### src/rtl/decode_ctrl_pipe.sv
// RV32/RV64 integer decoder with a one-entry registered control stage.
// Inserts load-use bubbles and counts them in a saturating counter.
module decode_ctrl_pipe #(
    parameter int XLEN    = 32,
    parameter int RV64_EN = 0,
    parameter int ALUOP_W = 6,
    parameter int CNT_W   = 16
) (
    input  logic               clk_i,
    input  logic               rst_i,
    input  logic [31:0]        instr_i,
    input  logic               instr_valid_i,
    output logic               instr_ready_o,
    input  logic               ex_ready_i,
    input  logic               flush_i,
    output logic               ctrl_valid_o,
    output logic               i_en_o,
    output logic               r_en_o,
    output logic               s_en_o,
    output logic               sb_en_o,
    output logic               u_en_o,
    output logic               uj_en_o,
    output logic               rwr_en_o,
    output logic               dwr_en_o,
    output logic               dr_en_o,
    output logic               jalre_o,
    output logic               uje_o,
    output logic [ALUOP_W-1:0] aluop_o,
    output logic [4:0]         rd_o,
    output logic [4:0]         rs1_o,
    output logic [4:0]         rs2_o,
    output logic               illegal_o,
    output logic [CNT_W-1:0]   stall_cnt_o
);

    typedef struct packed {
        logic               valid;
        logic               i_en;
        logic               r_en;
        logic               s_en;
        logic               sb_en;
        logic               u_en;
        logic               uj_en;
        logic               rwr_en;
        logic               dwr_en;
        logic               dr_en;
        logic               jalre;
        logic               uje;
        logic               illegal;
        logic [ALUOP_W-1:0] aluop;
        logic [4:0]         rd;
        logic [4:0]         rs1;
        logic [4:0]         rs2;
    } ctrl_t;

    localparam logic [4:0] OP_ADD  = 5'd1;
    localparam logic [4:0] OP_SLL  = 5'd2;
    localparam logic [4:0] OP_SLT  = 5'd3;
    localparam logic [4:0] OP_SLTU = 5'd4;
    localparam logic [4:0] OP_XOR  = 5'd5;
    localparam logic [4:0] OP_SRL  = 5'd6;
    localparam logic [4:0] OP_SRA  = 5'd7;
    localparam logic [4:0] OP_OR   = 5'd8;
    localparam logic [4:0] OP_AND  = 5'd9;
    localparam logic [4:0] OP_SUB  = 5'd10;
    localparam logic [4:0] OP_BEQ  = 5'd11;
    localparam logic [4:0] OP_BNE  = 5'd12;
    localparam logic [4:0] OP_BLT  = 5'd13;
    localparam logic [4:0] OP_BGE  = 5'd14;
    localparam logic [4:0] OP_BLTU = 5'd15;
    localparam logic [4:0] OP_BGEU = 5'd16;
    localparam logic [4:0] OP_JAL  = 5'd17;

    localparam logic RV64 = (RV64_EN != 0);
    localparam logic X64  = (XLEN == 64);

    // Returns {legal, aluop} for OP / OP-IMM and their W variants.
    function automatic logic [5:0] arith(
        input logic [2:0] f3,
        input logic [6:0] f7,
        input logic       imm,
        input logic       w
    );
        logic [6:0] sh;
        logic       f7_ok;
        logic [5:0] res;
        sh    = (imm && !w && X64) ? {f7[6:1], 1'b0} : f7;
        f7_ok = imm || (f7 == 7'h00);
        res   = 6'd0;
        if (!w || f3 == 3'd0 || f3 == 3'd1 || f3 == 3'd5) begin
            case (f3)
                3'd0: begin
                    if (f7_ok)
                        res = {1'b1, OP_ADD};
                    else if (f7 == 7'h20)
                        res = {1'b1, OP_SUB};
                end
                3'd1: if (sh == 7'h00) res = {1'b1, OP_SLL};
                3'd2: if (f7_ok) res = {1'b1, OP_SLT};
                3'd3: if (f7_ok) res = {1'b1, OP_SLTU};
                3'd4: if (f7_ok) res = {1'b1, OP_XOR};
                3'd5: begin
                    if (sh == 7'h00)
                        res = {1'b1, OP_SRL};
                    else if (sh == 7'h20)
                        res = {1'b1, OP_SRA};
                end
                3'd6: if (f7_ok) res = {1'b1, OP_OR};
                default: if (f7_ok) res = {1'b1, OP_AND};
            endcase
        end
        return res;
    endfunction

    ctrl_t            ctrl_q, ctrl_d, dec;
    logic [CNT_W-1:0] cnt_q, cnt_d;
    logic [6:0]       opc, f7;
    logic [2:0]       f3;
    logic [5:0]       alu;
    logic             legal;
    logic             uses_rs1, uses_rs2, hazard;

    assign opc = instr_i[6:0];
    assign f3  = instr_i[14:12];
    assign f7  = instr_i[31:25];

    always_comb begin
        dec       = '0;
        dec.valid = 1'b1;
        dec.rd    = instr_i[11:7];
        dec.rs1   = instr_i[19:15];
        dec.rs2   = instr_i[24:20];
        alu       = 6'd0;
        legal     = 1'b1;
        case (opc)
            7'h03: begin
                dec.i_en   = 1'b1;
                dec.rwr_en = 1'b1;
                dec.dr_en  = 1'b1;
            end
            7'h13, 7'h1B: begin
                dec.i_en   = 1'b1;
                dec.rwr_en = 1'b1;
                alu   = arith(f3, f7, 1'b1, opc[3]);
                legal = alu[5] && (!opc[3] || RV64);
            end
            7'h33, 7'h3B: begin
                dec.r_en   = 1'b1;
                dec.rwr_en = 1'b1;
                alu   = arith(f3, f7, 1'b0, opc[3]);
                legal = alu[5] && (!opc[3] || RV64);
            end
            7'h23: begin
                dec.s_en   = 1'b1;
                dec.dwr_en = 1'b1;
            end
            7'h63: begin
                dec.sb_en = 1'b1;
                case (f3)
                    3'd0: alu = {1'b1, OP_BEQ};
                    3'd1: alu = {1'b1, OP_BNE};
                    3'd4: alu = {1'b1, OP_BLT};
                    3'd5: alu = {1'b1, OP_BGE};
                    3'd6: alu = {1'b1, OP_BLTU};
                    3'd7: alu = {1'b1, OP_BGEU};
                    default: legal = 1'b0;
                endcase
            end
            7'h67: begin
                dec.i_en   = 1'b1;
                dec.rwr_en = 1'b1;
                dec.jalre  = 1'b1;
            end
            7'h73: dec.i_en = 1'b1;
            7'h17, 7'h37: begin
                dec.u_en   = 1'b1;
                dec.rwr_en = 1'b1;
            end
            7'h6F: begin
                dec.uj_en  = 1'b1;
                dec.rwr_en = 1'b1;
                dec.uje    = 1'b1;
                alu        = {1'b1, OP_JAL};
            end
            default: legal = 1'b0;
        endcase
        dec.aluop = ALUOP_W'(alu[4:0]);
        // Illegal words still advance so execute can raise the trap.
        if (!legal) begin
            dec         = '0;
            dec.valid   = 1'b1;
            dec.illegal = 1'b1;
            dec.rd      = instr_i[11:7];
            dec.rs1     = instr_i[19:15];
            dec.rs2     = instr_i[24:20];
        end
    end

    assign uses_rs1 = dec.r_en | dec.i_en | dec.s_en | dec.sb_en | dec.jalre;
    assign uses_rs2 = dec.r_en | dec.s_en | dec.sb_en;

    assign hazard = ctrl_q.valid && ctrl_q.dr_en && (ctrl_q.rd != 5'd0)
                 && instr_valid_i
                 && ((uses_rs1 && dec.rs1 == ctrl_q.rd)
                  || (uses_rs2 && dec.rs2 == ctrl_q.rd));

    assign instr_ready_o = (!ctrl_q.valid || ex_ready_i) && !hazard && !flush_i;

    always_comb begin
        ctrl_d = ctrl_q;
        cnt_d  = cnt_q;
        if (flush_i) begin
            ctrl_d = '0;
        end else if (ctrl_q.valid && !ex_ready_i) begin
            ctrl_d = ctrl_q;
        end else if (hazard) begin
            ctrl_d = '0;
            if (cnt_q != '1)
                cnt_d = cnt_q + CNT_W'(1);
        end else if (instr_valid_i && instr_ready_o) begin
            ctrl_d = dec;
        end else begin
            ctrl_d = '0;
        end
    end

    always_ff @(posedge clk_i) begin
        if (rst_i) begin
            ctrl_q <= '0;
            cnt_q  <= '0;
        end else begin
            ctrl_q <= ctrl_d;
            cnt_q  <= cnt_d;
        end
    end

    assign ctrl_valid_o = ctrl_q.valid;
    assign i_en_o       = ctrl_q.i_en;
    assign r_en_o       = ctrl_q.r_en;
    assign s_en_o       = ctrl_q.s_en;
    assign sb_en_o      = ctrl_q.sb_en;
    assign u_en_o       = ctrl_q.u_en;
    assign uj_en_o      = ctrl_q.uj_en;
    assign rwr_en_o     = ctrl_q.rwr_en;
    assign dwr_en_o     = ctrl_q.dwr_en;
    assign dr_en_o      = ctrl_q.dr_en;
    assign jalre_o      = ctrl_q.jalre;
    assign uje_o        = ctrl_q.uje;
    assign illegal_o    = ctrl_q.illegal;
    assign aluop_o      = ctrl_q.aluop;
    assign rd_o         = ctrl_q.rd;
    assign rs1_o        = ctrl_q.rs1;
    assign rs2_o        = ctrl_q.rs2;
    assign stall_cnt_o  = cnt_q;

endmodule

### config.mk
export PLATFORM = sky130hd
export DESIGN_NAME = decode_ctrl_pipe
export DESIGN_NICKNAME = d
export VERILOG_FILES = /design/src/rtl/decode_ctrl_pipe.sv
export SDC_FILE = /design/constraint.sdc
export NUM_CORES = 1
export LEC_CHECK = 0
export ABC_AREA = 1
export BUFFER_PORTS_ARGS = -buffer_cell sky130_fd_sc_hd__buf_2
export CELL_PAD_IN_SITES_DETAIL_PLACEMENT = 1
export CELL_PAD_IN_SITES_GLOBAL_PLACEMENT = 2
export CORE_MARGIN = 10
export CORE_UTILIZATION = 29
export CTS_CLUSTER_SIZE = 24
export DETAILED_ROUTE_END_ITERATION = 7
export MAX_ROUTING_LAYER = met4
export PLACE_DENSITY = 0.9
export SETUP_SLACK_MARGIN = 0.15
export SYNTH_ARGS = -nofsm -noshare
export SYNTH_HDL_FRONTEND = slang
export SYNTH_SLANG_ARGS = --single-unit
### constraint.sdc
create_clock -name clk_i -period 3.5 [get_ports clk_i]
set_input_delay 0.175 -clock clk_i [delete_from_list [all_inputs] [get_ports clk_i]]
set_output_delay 0.175 -clock clk_i [all_outputs]
set_load 0.05 [all_outputs]
==> metrics.cfg <==
[placed_design]
placed_cells = 631
place_area_mm2 = 0.003402
dp_hpwl_mm = 7.888
place_congestion = 0.9003
number_of_port_buffers = 86
post_placement_worst_setup_slack_ns = 1.036

[global_route]
globalRouteOverflowTotal = 0
grt.total_usage_pct = 13.59
first_global_vias = 3263
grt_start_max_net_pins = 32
antenna_found_initial = 0
grt_pass1_wl_mm = 16.02

[floorplan]
overall_die_area_mm2 = 0.01442
starting_density_of_the_core_pct = 29.72
die_x_extent_um = 120.1
placeableCoreArea_mm2 = 0.009774
placement_rows = 36
die_y_um = 120.1
io_pins = 88

[setup_path]
crit_path_start = instr_i[0]
critical_path_class = input port to output pin
crit_fanout = 9
required_time_of_the_critical_path_ns = 3.32
critical_path.reg2reg.startpoint = rd_o[4]
cp_data_arrival_time_ns = 2.20
critical_path_start_type = input port
critPathCaptureType = output pin

[power_and_ir_drop]
power.leakage_nw = 1.603
p_per_area_mw_per_mm2 = 314.6
max-vdd-ir-drop_mv = 0.2241
totalPowerFinal_mw = 1.108

[timing]
slew_violations = 0
report.final.hold_viol_count = 0
min_period_ns = 2.376
setup_tns_ns = 0
finalSetupViolations = 0
rsz0062_at_grt = false
final.period_utilization_pct = 67.87
worst_slack_ns = 1.124
maxSlewHeadroom_pct = 22.34
fin_worst_skew_ns = 0.01151
worst_pin_slew_ns = 1.164
achievable-frequency_mhz = 421.0

[synth]
ys_seq_area_share_pct = 32.39
synth_warnings = 0
netlist_instances = 425
postSynthAreaPerCell_um2 = 6.836
syn_area_mm2 = 0.002905
synthDistinctLibCells = 41
synth_nets = 463
synth-seq-cells = 47

[min_path]
min-delay-start = instr_i[10]
hold_class = input port to flop

[cts]
cts.repair_timing.setup_buffer_count = 0
gates_resized_cts_repair = 0
cts.clk_slew.worst_paths_ns = 0.10
clkLatencyLatePin_ns = 0.31
clockBufferDepth = 2
hold_buffers = 0
root_buffer = sky130_fd_sc_hd__clkbuf_8
clock_tree_from_tritoncts = done
clkSinkCount = 47
cts_inserted_buffers = 5
htree_num_levels = 2

[drt]
drt_first_pass_iters = 4
post-route-drc-count = 0
avgViaCountPerCell = 4.678
wirelength_mm = 9.709
route.detailed.wl_per_inst_um = 15.19
vias = 2989
antenna_left = 0
dr.first_iter.drc_count = 118

[finish]
layout.cell_area.non_filler_mm2 = 0.003523
final_cells = 639
most-common-layout-cells = sky130_fd_sc_hd__nand2_1 (106), sky130_fd_sc_hd__buf_2 (86), sky130_fd_sc_hd__dfxtp_1 (47)
area_growth_syn_to_layout_pct = 21.27
num_antenna_cells = 0
final_layout_size_suffix_gt1_share_pct = 30.24
layout.cells.most_common = sky130_fd_sc_hd__nand2_1
nNetsFinal = 543

[flow_run]
maxCapViolations = 0

[run_status]
status = finished clean

-- kinds of logic after synthesis --
group,synth area share [%]
other,0.1291
AOI/OAI and AO/OA,13.18
adders and majority gates,0.4306
buffers and inverters,10.77
xor gates and xnor gates,4.522
and+or+nand+nor,38.59
DFF,32.39
-- final cells by class --
cell class                      instances  area [um2]
Clock buffer                            6       82.58
Clock inverter                          2       38.79
Fill cell                            1317        6251
Multi-Input combinational cell        310        1654
Tap cell                              133       166.4
Sequential cell                        47       940.9
Timing Repair Buffer                   87       437.9
Inverter                               54       202.7
-- flip-flops by register name, summed over array words and instances, names as in the netlist, 5 cells and up --
signal,count
rs2_o,5
rs1_o,5
rd_o,5
stall_cnt_o,16
aluop_o,5
-- routing by layer --
layer,track usage [%],part of all wire [%]
met1,16.39,47
met2,22.76,47
met3,3.516,4.9
met4,2.036,0.70
met5,-,0
-- stage by stage --
step / hold WS [ns] / utilization, %
detailed placement: 0.4376 / 34.81
CTS: 0.09973 / 36.05
floorplan: 0.3178 / -
global placement: 0.4366 / 34.81
finish: 0.1125 / 36.05
global route: 0.1148 / 36.05
-- report_power, final --
group,total [mW],switching [mW],internal (mW)
registers,0.541,0.00302,0.538
logic,0.133,0.0943,0.0389
clock network,0.434,0.199,0.235
-- final timing paths --
check,end,slack [ns],cells after the start
setup / recovery,instr_ready_o,1.12,16
hold reg to reg,aluop_o[2],0.47,2
setup reg to reg,stall_cnt_o[12],1.26,11
hold / removal,rd_o[3],0.11,3
-- critical path: stages --
cell and delay, ns:
sky130_fd_sc_hd__buf_2 0.08, sky130_fd_sc_hd__nand2_2 0.08, sky130_fd_sc_hd__nor2_2 0.13, sky130_fd_sc_hd__nand3_2 0.13, sky130_fd_sc_hd__inv_2 0.10, sky130_fd_sc_hd__nand2_1 0.07
sky130_fd_sc_hd__inv_1 0.20, sky130_fd_sc_hd__nand2_1 0.10, sky130_fd_sc_hd__nand2_2 0.08, sky130_fd_sc_hd__nand2_4 0.10, sky130_fd_sc_hd__o21ai_0 0.10, sky130_fd_sc_hd__nand3_1 0.10
sky130_fd_sc_hd__nand2_1 0.09, sky130_fd_sc_hd__a21oi_1 0.11, sky130_fd_sc_hd__nor3_1 0.24, sky130_fd_sc_hd__buf_2 0.33
-- cell usage after synthesis --
cell type	count	share of area, %
sky130_fd_sc_hd__a21oi_1	35	6.0
sky130_fd_sc_hd__a21oi_2	9	2.7
sky130_fd_sc_hd__a221oi_1	1	0.30
sky130_fd_sc_hd__a311oi_1	1	0.30
sky130_fd_sc_hd__a31oi_1	2	0.43
sky130_fd_sc_hd__and2_1	1	0.22
sky130_fd_sc_hd__and3_1	1	0.22
sky130_fd_sc_hd__buf_4	3	0.78
sky130_fd_sc_hd__buf_6	3	1.2
sky130_fd_sc_hd__buf_8	1	0.52
sky130_fd_sc_hd__clkbuf_1	5	0.65
sky130_fd_sc_hd__conb_1	1	0.13
sky130_fd_sc_hd__dfxtp_1	47	32
sky130_fd_sc_hd__dlygate4sd3_1	2	0.69
sky130_fd_sc_hd__ha_1	1	0.43
sky130_fd_sc_hd__inv_1	39	5.0
sky130_fd_sc_hd__inv_2	15	1.9
sky130_fd_sc_hd__nand2_1	106	14
sky130_fd_sc_hd__nand2_2	5	1.1
sky130_fd_sc_hd__nand2_4	2	0.78
sky130_fd_sc_hd__nand3_1	24	4.1
sky130_fd_sc_hd__nand3_2	13	4.5
sky130_fd_sc_hd__nand3_4	1	0.60
sky130_fd_sc_hd__nand3b_1	2	0.52
sky130_fd_sc_hd__nand4_1	10	2.2
sky130_fd_sc_hd__nor2_1	40	5.2
sky130_fd_sc_hd__nor2_2	7	1.5
sky130_fd_sc_hd__nor3_1	10	1.7
sky130_fd_sc_hd__nor3_2	2	0.69
sky130_fd_sc_hd__nor3_4	1	0.56
sky130_fd_sc_hd__nor4_1	3	0.65
sky130_fd_sc_hd__nor4_2	1	0.43
sky130_fd_sc_hd__o2111a_1	1	0.39
sky130_fd_sc_hd__o21a_1	1	0.26
sky130_fd_sc_hd__o21ai_0	10	1.7
sky130_fd_sc_hd__o21ai_1	1	0.17
sky130_fd_sc_hd__o21ai_2	1	0.30
sky130_fd_sc_hd__o221ai_1	1	0.30
sky130_fd_sc_hd__o31ai_1	1	0.26
sky130_fd_sc_hd__xnor2_1	7	2.1
sky130_fd_sc_hd__xor2_1	8	2.4
(Power assumes the default switching activity.)
